**src/rtl/seven_seg_scan_driver.sv**
```systemverilog
// Multiplexed N-digit seven-segment scan driver with a double-buffered frame,
// per-digit blanking/blink and decimal points. All outputs are registered.
module seven_seg_scan_driver #(
  parameter int unsigned NUM_DIGITS   = 4,
  parameter int unsigned SCAN_DIV     = 50000,
  parameter int unsigned BLINK_FRAMES = 64
) (
  input  logic                      clk,
  input  logic                      rst,
  input  logic                      load,
  input  logic [4*NUM_DIGITS-1:0]   digits_in,
  input  logic [NUM_DIGITS-1:0]     blank_in,
  input  logic [NUM_DIGITS-1:0]     blink_in,
  input  logic [NUM_DIGITS-1:0]     dp_in,
  output logic                      pending,
  output logic                      frame_start,
  output logic [NUM_DIGITS-1:0]     an_n,
  output logic [6:0]                seg_n,
  output logic                      dp_n
);

  localparam int unsigned PRESC_W = $clog2(SCAN_DIV);
  localparam int unsigned IDX_W   = (NUM_DIGITS > 1) ? $clog2(NUM_DIGITS) : 1;
  localparam int unsigned BLINK_W = (BLINK_FRAMES > 1) ? $clog2(BLINK_FRAMES) : 1;
  localparam int unsigned DIG_W   = 4 * NUM_DIGITS;

  typedef struct packed {
    logic [DIG_W-1:0]      digits;
    logic [NUM_DIGITS-1:0] blank;
    logic [NUM_DIGITS-1:0] blink;
    logic [NUM_DIGITS-1:0] dp;
  } frame_t;

  localparam frame_t FRAME_RST = '{digits: '1, blank: '0, blink: '0, dp: '0};

  // Active-low segment pattern (GFEDCBA) for each glyph code; F is blank.
  function automatic logic [6:0] glyph(input logic [3:0] code);
    logic [6:0] s;
    case (code)
      4'h0: s = 7'h40;
      4'h1: s = 7'h79;
      4'h2: s = 7'h24;
      4'h3: s = 7'h30;
      4'h4: s = 7'h19;
      4'h5: s = 7'h12;
      4'h6: s = 7'h02;
      4'h7: s = 7'h78;
      4'h8: s = 7'h00;
      4'h9: s = 7'h10;
      4'hA: s = 7'h07;
      4'hB: s = 7'h2F;
      4'hC: s = 7'h11;
      4'hD: s = 7'h21;
      4'hE: s = 7'h06;
      4'hF: s = 7'h7F;
    endcase
    return s;
  endfunction

  logic [PRESC_W-1:0] presc, presc_nxt;
  logic [IDX_W-1:0]   idx, idx_nxt;
  logic [BLINK_W-1:0] blink_cnt, blink_cnt_nxt;
  logic               blink_off, blink_off_nxt;
  frame_t             active, active_nxt;
  frame_t             shadow, shadow_nxt;
  logic               pending_nxt;
  logic               tick, boundary;
  logic [3:0]         cur_code;
  logic               dark;
  logic [NUM_DIGITS-1:0] an_n_nxt;
  logic [6:0]         seg_n_nxt;
  logic               dp_n_nxt;

  // Scan timing, frame commit and blink phase.
  always_comb begin
    tick          = (presc == PRESC_W'(SCAN_DIV - 1));
    boundary      = tick && (idx == IDX_W'(NUM_DIGITS - 1));
    presc_nxt     = tick ? '0 : presc + PRESC_W'(1);
    idx_nxt       = idx;
    blink_cnt_nxt = blink_cnt;
    blink_off_nxt = blink_off;
    active_nxt    = active;
    shadow_nxt    = shadow;
    pending_nxt   = pending;

    if (tick) idx_nxt = boundary ? '0 : idx + IDX_W'(1);

    if (boundary) begin
      if (blink_cnt == BLINK_W'(BLINK_FRAMES - 1)) begin
        blink_cnt_nxt = '0;
        blink_off_nxt = ~blink_off;
      end else begin
        blink_cnt_nxt = blink_cnt + BLINK_W'(1);
      end
      // Commit sees the shadow as it was before any load on this same cycle.
      if (pending) begin
        active_nxt  = shadow;
        pending_nxt = 1'b0;
      end
    end

    if (load) begin
      shadow_nxt  = '{digits: digits_in, blank: blank_in, blink: blink_in, dp: dp_in};
      pending_nxt = 1'b1;
    end
  end

  // Output pattern for the digit currently selected by idx.
  always_comb begin
    cur_code  = active.digits[{idx, 2'b00} +: 4];
    dark      = active.blank[idx] | (active.blink[idx] & blink_off);
    an_n_nxt  = ~(NUM_DIGITS'(1) << idx);
    seg_n_nxt = dark ? 7'h7F : glyph(cur_code);
    dp_n_nxt  = dark ? 1'b1 : ~active.dp[idx];
  end

  always_ff @(posedge clk) begin
    if (rst) begin
      presc       <= '0;
      idx         <= '0;
      blink_cnt   <= '0;
      blink_off   <= 1'b0;
      active      <= FRAME_RST;
      shadow      <= FRAME_RST;
      pending     <= 1'b0;
      frame_start <= 1'b0;
      an_n        <= '1;
      seg_n       <= 7'h7F;
      dp_n        <= 1'b1;
    end else begin
      presc       <= presc_nxt;
      idx         <= idx_nxt;
      blink_cnt   <= blink_cnt_nxt;
      blink_off   <= blink_off_nxt;
      active      <= active_nxt;
      shadow      <= shadow_nxt;
      pending     <= pending_nxt;
      frame_start <= boundary;
      an_n        <= an_n_nxt;
      seg_n       <= seg_n_nxt;
      dp_n        <= dp_n_nxt;
    end
  end

endmodule

```
**config.mk**
```make
export PLATFORM = sky130hd
export DESIGN_NAME = seven_seg_scan_driver
export DESIGN_NICKNAME = d
export VERILOG_FILES = /design/src/rtl/seven_seg_scan_driver.sv
export SDC_FILE = /design/constraint.sdc
export NUM_CORES = 1
export LEC_CHECK = 0
export CORE_MARGIN = 2
export CORE_UTILIZATION = 63
export CTS_CLUSTER_DIAMETER = 80
export CTS_CLUSTER_SIZE = 24
export DETAILED_ROUTE_END_ITERATION = 12
export DONT_BUFFER_PORTS = 1
export PLACE_DENSITY = 0.78
export SLEW_MARGIN = 25
export SYNTH_ARGS = -nofsm -noshare
export SYNTH_HDL_FRONTEND = slang
export SYNTH_SLANG_ARGS = --single-unit
```
**constraint.sdc**
```tcl
create_clock -name clk -period 2.66 [get_ports clk]
set_input_delay 0.532 -clock clk [delete_from_list [all_inputs] [get_ports clk]]
set_output_delay 0.532 -clock clk [all_outputs]
set_load 0.03 [all_outputs]
```
==> results.sh, run 1 <==
export IMPL_critPathKind="flop to flop"
export IMPL_cts_tree="yes"
export IMPL_cts_path_max_buffers=2
export IMPL_worstHoldPathType="input port to flop"
export IMPL_num_vias=3101
export IMPL_grt_pass1_vias=2985
export IMPL_cp_arrival_ns=2.32
export IMPL_critical_path_required_ns=2.90
export IMPL_final_common_cell="dfxtp_1"
export IMPL_drcViolationCount=0
export IMPL_die_area_um2=7190
export IMPL_nets=457
export IMPL_start_kind="flop"
export IMPL_routabilityCongestion=0.8560
export IMPL_nFillCells=500
export IMPL_rows=29
export IMPL_p_per_area_nw_per_um2=623.1
export IMPL_rsz0062_at_grt="false"
export IMPL_die_x_um=84.80
export IMPL_core_area_um2=6314
export IMPL_hold_path_startpoint="rst"
export IMPL_finalSetupViolations=0
export IMPL_fmax_mhz=480.8
export IMPL_clk_latency_ns=0.35
export IMPL_placed_cell_area_um2=4081
export IMPL_synth_cells=432
export IMPL_timing_final_max_slew_violations=0
export IMPL_clock_sinks=95
export IMPL_tightest_slew_ns=0.8885
export IMPL_grt_overflow_total=0
export IMPL_grt_use_total_pct=24.07
export IMPL_grt_pass1_wl_um=14080
export IMPL_cts_hold_repair_buffers=0
export IMPL_post_route_util_pct=68.53
export IMPL_ios=45
export IMPL_antenna_found_initial=0
export IMPL_synth_cell_types=39
export IMPL_wl_per_cell_um=16.46
export IMPL_syn_to_final_growth_pct=5.202
export IMPL_die_h_um=84.80
export IMPL_relSlewSlack_pct=40.70
export IMPL_crit_path_end_kind="flop"
export IMPL_totalWireLength_um=8181
export IMPL_p_leak_nw=1.607
export IMPL_synth_area_um2=4113
export IMPL_drtIter0Drc=219
export IMPL_avgSynthCellArea_um2=9.520
export IMPL_portBuffers=0
export IMPL_grt_max_degree=38
export IMPL_setup_tns_ns=0
export IMPL_first_pass_iters=4
export IMPL_ir_drop_mv=0.3797
export IMPL_stdcell_area_um2=4327
export IMPL_seq_area_frac_synth_pct=46.24
export IMPL_ys_warn_count=0
export IMPL_r2r_start="idx[1]$_SDFFE_PP0P_"
export IMPL_drive_above_1_share_pct=7.619
export IMPL_maxCapViolations=0
export IMPL_ctsHtreeMaxLevel=3
export IMPL_final_hold_violation_count=0
export IMPL_vias_per_cell=6.239
export IMPL_diodes=0
export IMPL_worstSetupStartpoint="idx[1]$_SDFFE_PP0P_"
export IMPL_ant_nets=0
export IMPL_min_period_ns=2.080
export IMPL_cts_resized=0
export IMPL_clockRootBuffer="clkbuf_8"
export IMPL_ys_ff_latch=95
export IMPL_crit_fanout=11
export IMPL_most_common_layout_cells="95 x dfxtp_1, 38 x nand2_1, 34 x nor2_1, 29 x mux2i_1, 22 x nor4_1"
export IMPL_numCtsBuffers=9
export IMPL_cts_setup_buffers=0
export IMPL_skew_ns=0.007790
export IMPL_timing_final_crit_share_pct=78.19
export IMPL_status="complete, no violations"
export IMPL_clkSlewWorstSetupHoldPaths_ns=0.09
export IMPL_dp_final_hpwl_um=5352
export IMPL_synth_nets=474
export IMPL_initial_core_util_pct=65.14
## synth_stat cells (all sizes together)
library cell | instances | share of area [%]
o31ai | 14 | 2.6
mux2 | 2 | 0.55
and2 | 1 | 0.15
nand3 | 12 | 1.5
o21a | 2 | 0.36
nor4b | 1 | 0.21
a21boi | 1 | 0.27
xor2 | 4 | 0.85
nor2b | 2 | 0.30
xnor2 | 11 | 2.3
nand4 | 18 | 2.7
mux2i | 29 | 7.1
a31oi | 16 | 2.4
a32o | 2 | 0.49
clkinv | 1 | 0.091
or4 | 1 | 0.18
nor3 | 7 | 0.85
o21ai | 21 | 2.6
nor4bb | 2 | 0.49
ha | 11 | 3.3
nor4 | 22 | 3.3
clkbuf | 21 | 1.9
and4 | 1 | 0.21
nand2 | 38 | 3.5
a211oi | 1 | 0.49
buf | 16 | 2.8
o311ai | 1 | 0.21
dfxtp | 95 | 46
and3 | 5 | 0.76
a21oi | 18 | 2.2
nor2 | 34 | 3.1
o211ai | 5 | 0.91
inv | 10 | 0.91
mux4 | 7 | 4.1
## final cells by class
type	count	area, µm²	area share (%)
inverter	11	41.29	0.9543
multi-input combinational	289	1974	45.63
tap	77	96.34	2.227
clock buffer	11	141.4	3.268
timing repair buffer	9	67.56	1.562
sequential	95	1902	43.96
clock inverter	5	103.9	2.400
## critical path, stage by stage (launching register included)
cell	delay, ns
dfxtp_1	0.61
ha_1	0.26
clkinv_1	0.23
nor4_1	0.47
mux2_2	0.39
## stage by stage
stage          setup slack [ns]  hold slack [ns]  cells  power (mW)
6_report                 0.5803           0.2343    497       2.696
5_1_grt                  0.4060           0.2158    497       2.791
4_1_cts                  0.6275           0.2212    497       2.711
3_5_place_dp             0.6609           0.4441    481       1.593
3_3_place_gp             0.7053           0.4311    481       1.588
2_1_floorplan            0.7807           0.4175    432       1.590
## path summary, 6_finish.rpt
kind / end / slack [ns] / depth (start not counted)
hold reg to reg: presc[0]$_SDFF_PP0_ / 0.46 / 1
setup reg to reg: blink_cnt[4]$_SDFFE_PP0P_ / 0.58 / 4
hold / removal: blink_cnt[2]$_SDFFE_PP0P_ / 0.23 / 1
setup / recovery: blink_cnt[4]$_SDFFE_PP0P_ / 0.58 / 4
## power breakdown
part           switching (mW)  internal, mW
Clock                   0.483         0.653
Sequential             0.0217          1.45
Combinational          0.0502        0.0361
Total                   0.555          2.14
## cells by family after synthesis
family / count (synthesis) / share of synthesized area [%]
and+or+nand+nor: 144 / 17.28
buffers and inverters: 48 / 5.750
AOI/OAI and AO/OA: 81 / 12.47
DFF: 95 / 46.24
adders and majority gates: 11 / 3.346
muxes: 38 / 11.71
xor gates and xnor gates: 15 / 3.194
## sequential cells by signal, summed over array words and instances (netlist names)
register,count
shadow,28
seg_n,7
blink_cnt,6
active,28
pending,1
dp_n,1
an_n,4
idx,2
presc,16
blink_off,1
frame_start,1
## layer usage
metal	vias to the layer above	wire length, µm	track usage (%)	part of all wire, %
li1	1533	-	-	-
met1	1449	3887	34.13	48
met2	109	3814	36.72	47
met3	10	382	4.425	4.7
met4	0	96	9.235	1.2
met5	-	0	0	0
Note: power is estimated with default switching activity, not from simulation.
==> run 2, diff against run 1 <==
- CORE_UTILIZATION: 63 -> 57
- PLACE_DENSITY: 0.78 -> 0.74
- clock period: 2.66 -> 1.78 ns (I/O delays scaled with it)
==> run 2 against run 1 <==
Register-to-register slack got worse by 0.56 ns. Sequential power rose by 50%. Via count rose by 9.6%. Die area rose by 10%. Hold slack got worse by 0.18 ns. Total power rose by 51%. First-iteration DRC count fell by 1.8%. Cell area rose by 14%. Final cell count rose by 12%. Wire length rose by 15%. Clock power rose by 49%. Highest routed layer unchanged.
==> results.sh, run 2 (synthesized netlist as in run 1, its figures left out) <==
export IMPL_start_kind="flop"
export IMPL_post_route_util_pct=71.70
export IMPL_status="complete, no violations"
export IMPL_wl_met2_um=4617
export IMPL_cp_common_cell="buf_4"
export IMPL_vias_per_cell=6.093
export IMPL_grt_use_total_pct=23.92
export IMPL_final_hold_violation_count=0
export IMPL_ios=45
export IMPL_cp_arrival_ns=2.06
export IMPL_nFillCells=487
export IMPL_grt_overflow_total=0
export IMPL_numCtsBuffers=9
export IMPL_sequentialPowerShare_pct=54.3
export IMPL_num_vias=3400
export IMPL_comb_power_share_pct=3.9
export IMPL_wl_met1_um=4189
export IMPL_p_int_mw=3.206
export IMPL_drive_above_1_share_pct=25.54
export IMPL_core_area_um2=6907
export IMPL_nets=499
export IMPL_grt_pass1_vias=3164
export IMPL_syn_to_final_growth_pct=20.41
export IMPL_pwr_share_clk_pct=41.9
export IMPL_fin_cells=558
export IMPL_p_total_mw=4.060
export IMPL_most_common_layout_cells="91 x dfxtp_1, 41 x buf_4, 37 x nand2_1, 34 x nor2_1, 29 x mux2i_1"
export IMPL_slowest_delay_ns=0.41
export IMPL_grt_pass1_wl_um=14900
export IMPL_first_pass_iters=5
export IMPL_worstHoldPathType="input port to flop"
export IMPL_grt_max_degree=38
export IMPL_routabilityCongestion=0.8704
export IMPL_relSlewSlack_pct=62.92
export IMPL_die_area_um2=7910
export IMPL_clk_latency_ns=0.36
export IMPL_netSwitchingFraction_pct=21.04
export IMPL_drcViolationCount=0
export IMPL_rsz0062_at_grt="true"
export IMPL_seq_area_um2=1907
export IMPL_p_sw_uw=854.2
export IMPL_clkSlewWorstSetupHoldPaths_ns=0.09
export IMPL_numPlacedInstances=534
export IMPL_p_per_area_nw_per_um2=819.8
export IMPL_placed_cell_area_um2=4390
export IMPL_crit_slowest_cell="or4_4"
export IMPL_reg_top3="active x28, shadow x28, presc x16"
export IMPL_maxCapViolations=0
export IMPL_initial_core_util_pct=59.55
export IMPL_path_cells="nor4bb_4 > buf_4 > nand4_1 > buf_6 > buf_4 > or4_4 > a21oi_2"
export IMPL_stdcell_area_um2=4952
export IMPL_critical_path_required_ns=2.08
export IMPL_p_leak_nw=1.842
export IMPL_dp_final_hpwl_um=5858
export IMPL_ctsHtreeMaxLevel=3
export IMPL_fmax_mhz=567.9
export IMPL_ant_nets=0
export IMPL_clock_sinks=95
export IMPL_timing_final_crit_share_pct=98.93
export IMPL_top_layer_used="met4"
export IMPL_critPathKind="flop to flop"
export IMPL_diodes=0
export IMPL_cts_tree="yes"
export IMPL_skew_ns=0.005035
export IMPL_rows=30
export IMPL_totalWireLength_um=9408
export IMPL_reg2reg_slack_ns=0.02
export IMPL_crit_fanout=5
export IMPL_die_x_um=88.94
export IMPL_portBuffers=0
export IMPL_antenna_found_initial=0
export IMPL_multi_input_comb_area_um2=2200
export IMPL_timing_final_max_slew_violations=0
export IMPL_min_period_ns=1.761
export IMPL_drtIter0Drc=215
export IMPL_tightest_slew_ns=0.5556
export IMPL_final_common_cell="dfxtp_1"
export IMPL_setup_tns_ns=0
export IMPL_wl_met3_um=494
export IMPL_ir_drop_mv=0.6838
export IMPL_crit_path_end_kind="flop"
export IMPL_clockRootBuffer="clkbuf_8"
export IMPL_wl_per_cell_um=16.86
export IMPL_cts_path_max_buffers=2
export IMPL_die_h_um=88.94
export IMPL_finalSetupViolations=0
-- run 2: cell count changes in the layout (fill, tap and decap cells not counted), moves of 3 or more --
cell	previous run	this run
dfxtp_2	0	4
buf_6	0	5
nor4_1	22	9
o31ai_1	14	5
mux4_2	4	7
nor4_2	0	13
dfxtp_1	95	91
buf_4	9	41
buf_12	0	3
o31ai_2	0	9
-- run 2: stage by stage --
step | worst slack, ns | hold slack [ns]
6_report | 0.01901 | 0.05004
5_1_grt | -0.07253 | 0.03157
4_1_cts | 0.002122 | 0.05004
3_5_place_dp | -0.07505 | 0.4299
3_3_place_gp | -0.005160 | 0.4292
2_1_floorplan | 0.02064 | 0.4175
-- run 2: final timing paths --
| check | start | end | cells past startpoint |
|---|---|---|---|
| worst max register to register | presc[10]$_SDFF_PP0_ | blink_cnt[2]$_SDFFE_PP0P_ | 7 |
| worst max-delay path | presc[10]$_SDFF_PP0_ | blink_cnt[2]$_SDFFE_PP0P_ | 7 |
| worst min register to register | active[1]$_SDFFE_PP0P_ | active[1]$_SDFFE_PP0P_ | 2 |
| worst min-delay path | rst | blink_cnt[2]$_SDFFE_PP0P_ | 1 |
-- run 2: cell type report --
cell class	instances	area share, %
timing repair buffer	50	8.868
tap	96	2.425
clock inverter	6	2.173
inverter	11	0.8338
clock buffer	10	2.779
multi-input combinational	290	44.42
sequential	95	38.50
-- run 2: metal layers --
metal  vias to the layer above  global-route usage, %
li1                       1616                      -
met2                       129                  38.06
met4                         0                  8.955
met1                      1645                  32.36
met5                         -                      0
met3                        10                  4.986
-- run 2: repair_timing --
item / CTS / global route
endpoints found under the setup margin: 21 / 57
setup buffers: 5 / 2
pin swaps: 2 / 4
cloned: 0 / 1
hold buffers: 0 / 0
gates resized for setup: 9 / 44
-- run 2: power groups by stage --
stage | clock network, mW | logic [mW] | registers [mW]
finish | 1.70 | 0.157 | 2.20
floorplan | 0 | 0.132 | 2.24
detailed placement | 0 | 0.149 | 2.25
CTS | 1.70 | 0.150 | 2.20
global route | 1.83 | 0.172 | 2.21
global placement | 0 | 0.143 | 2.25
-- run 2: worst max-delay path, delay by kind of cell (launching register included) --
kind / cells / cell delay (ns)
and+or+nand+nor: 3 / 0.79
DFF: 1 / 0.34
buffers and inverters: 3 / 0.44
AOI/OAI and AO/OA: 1 / 0.12
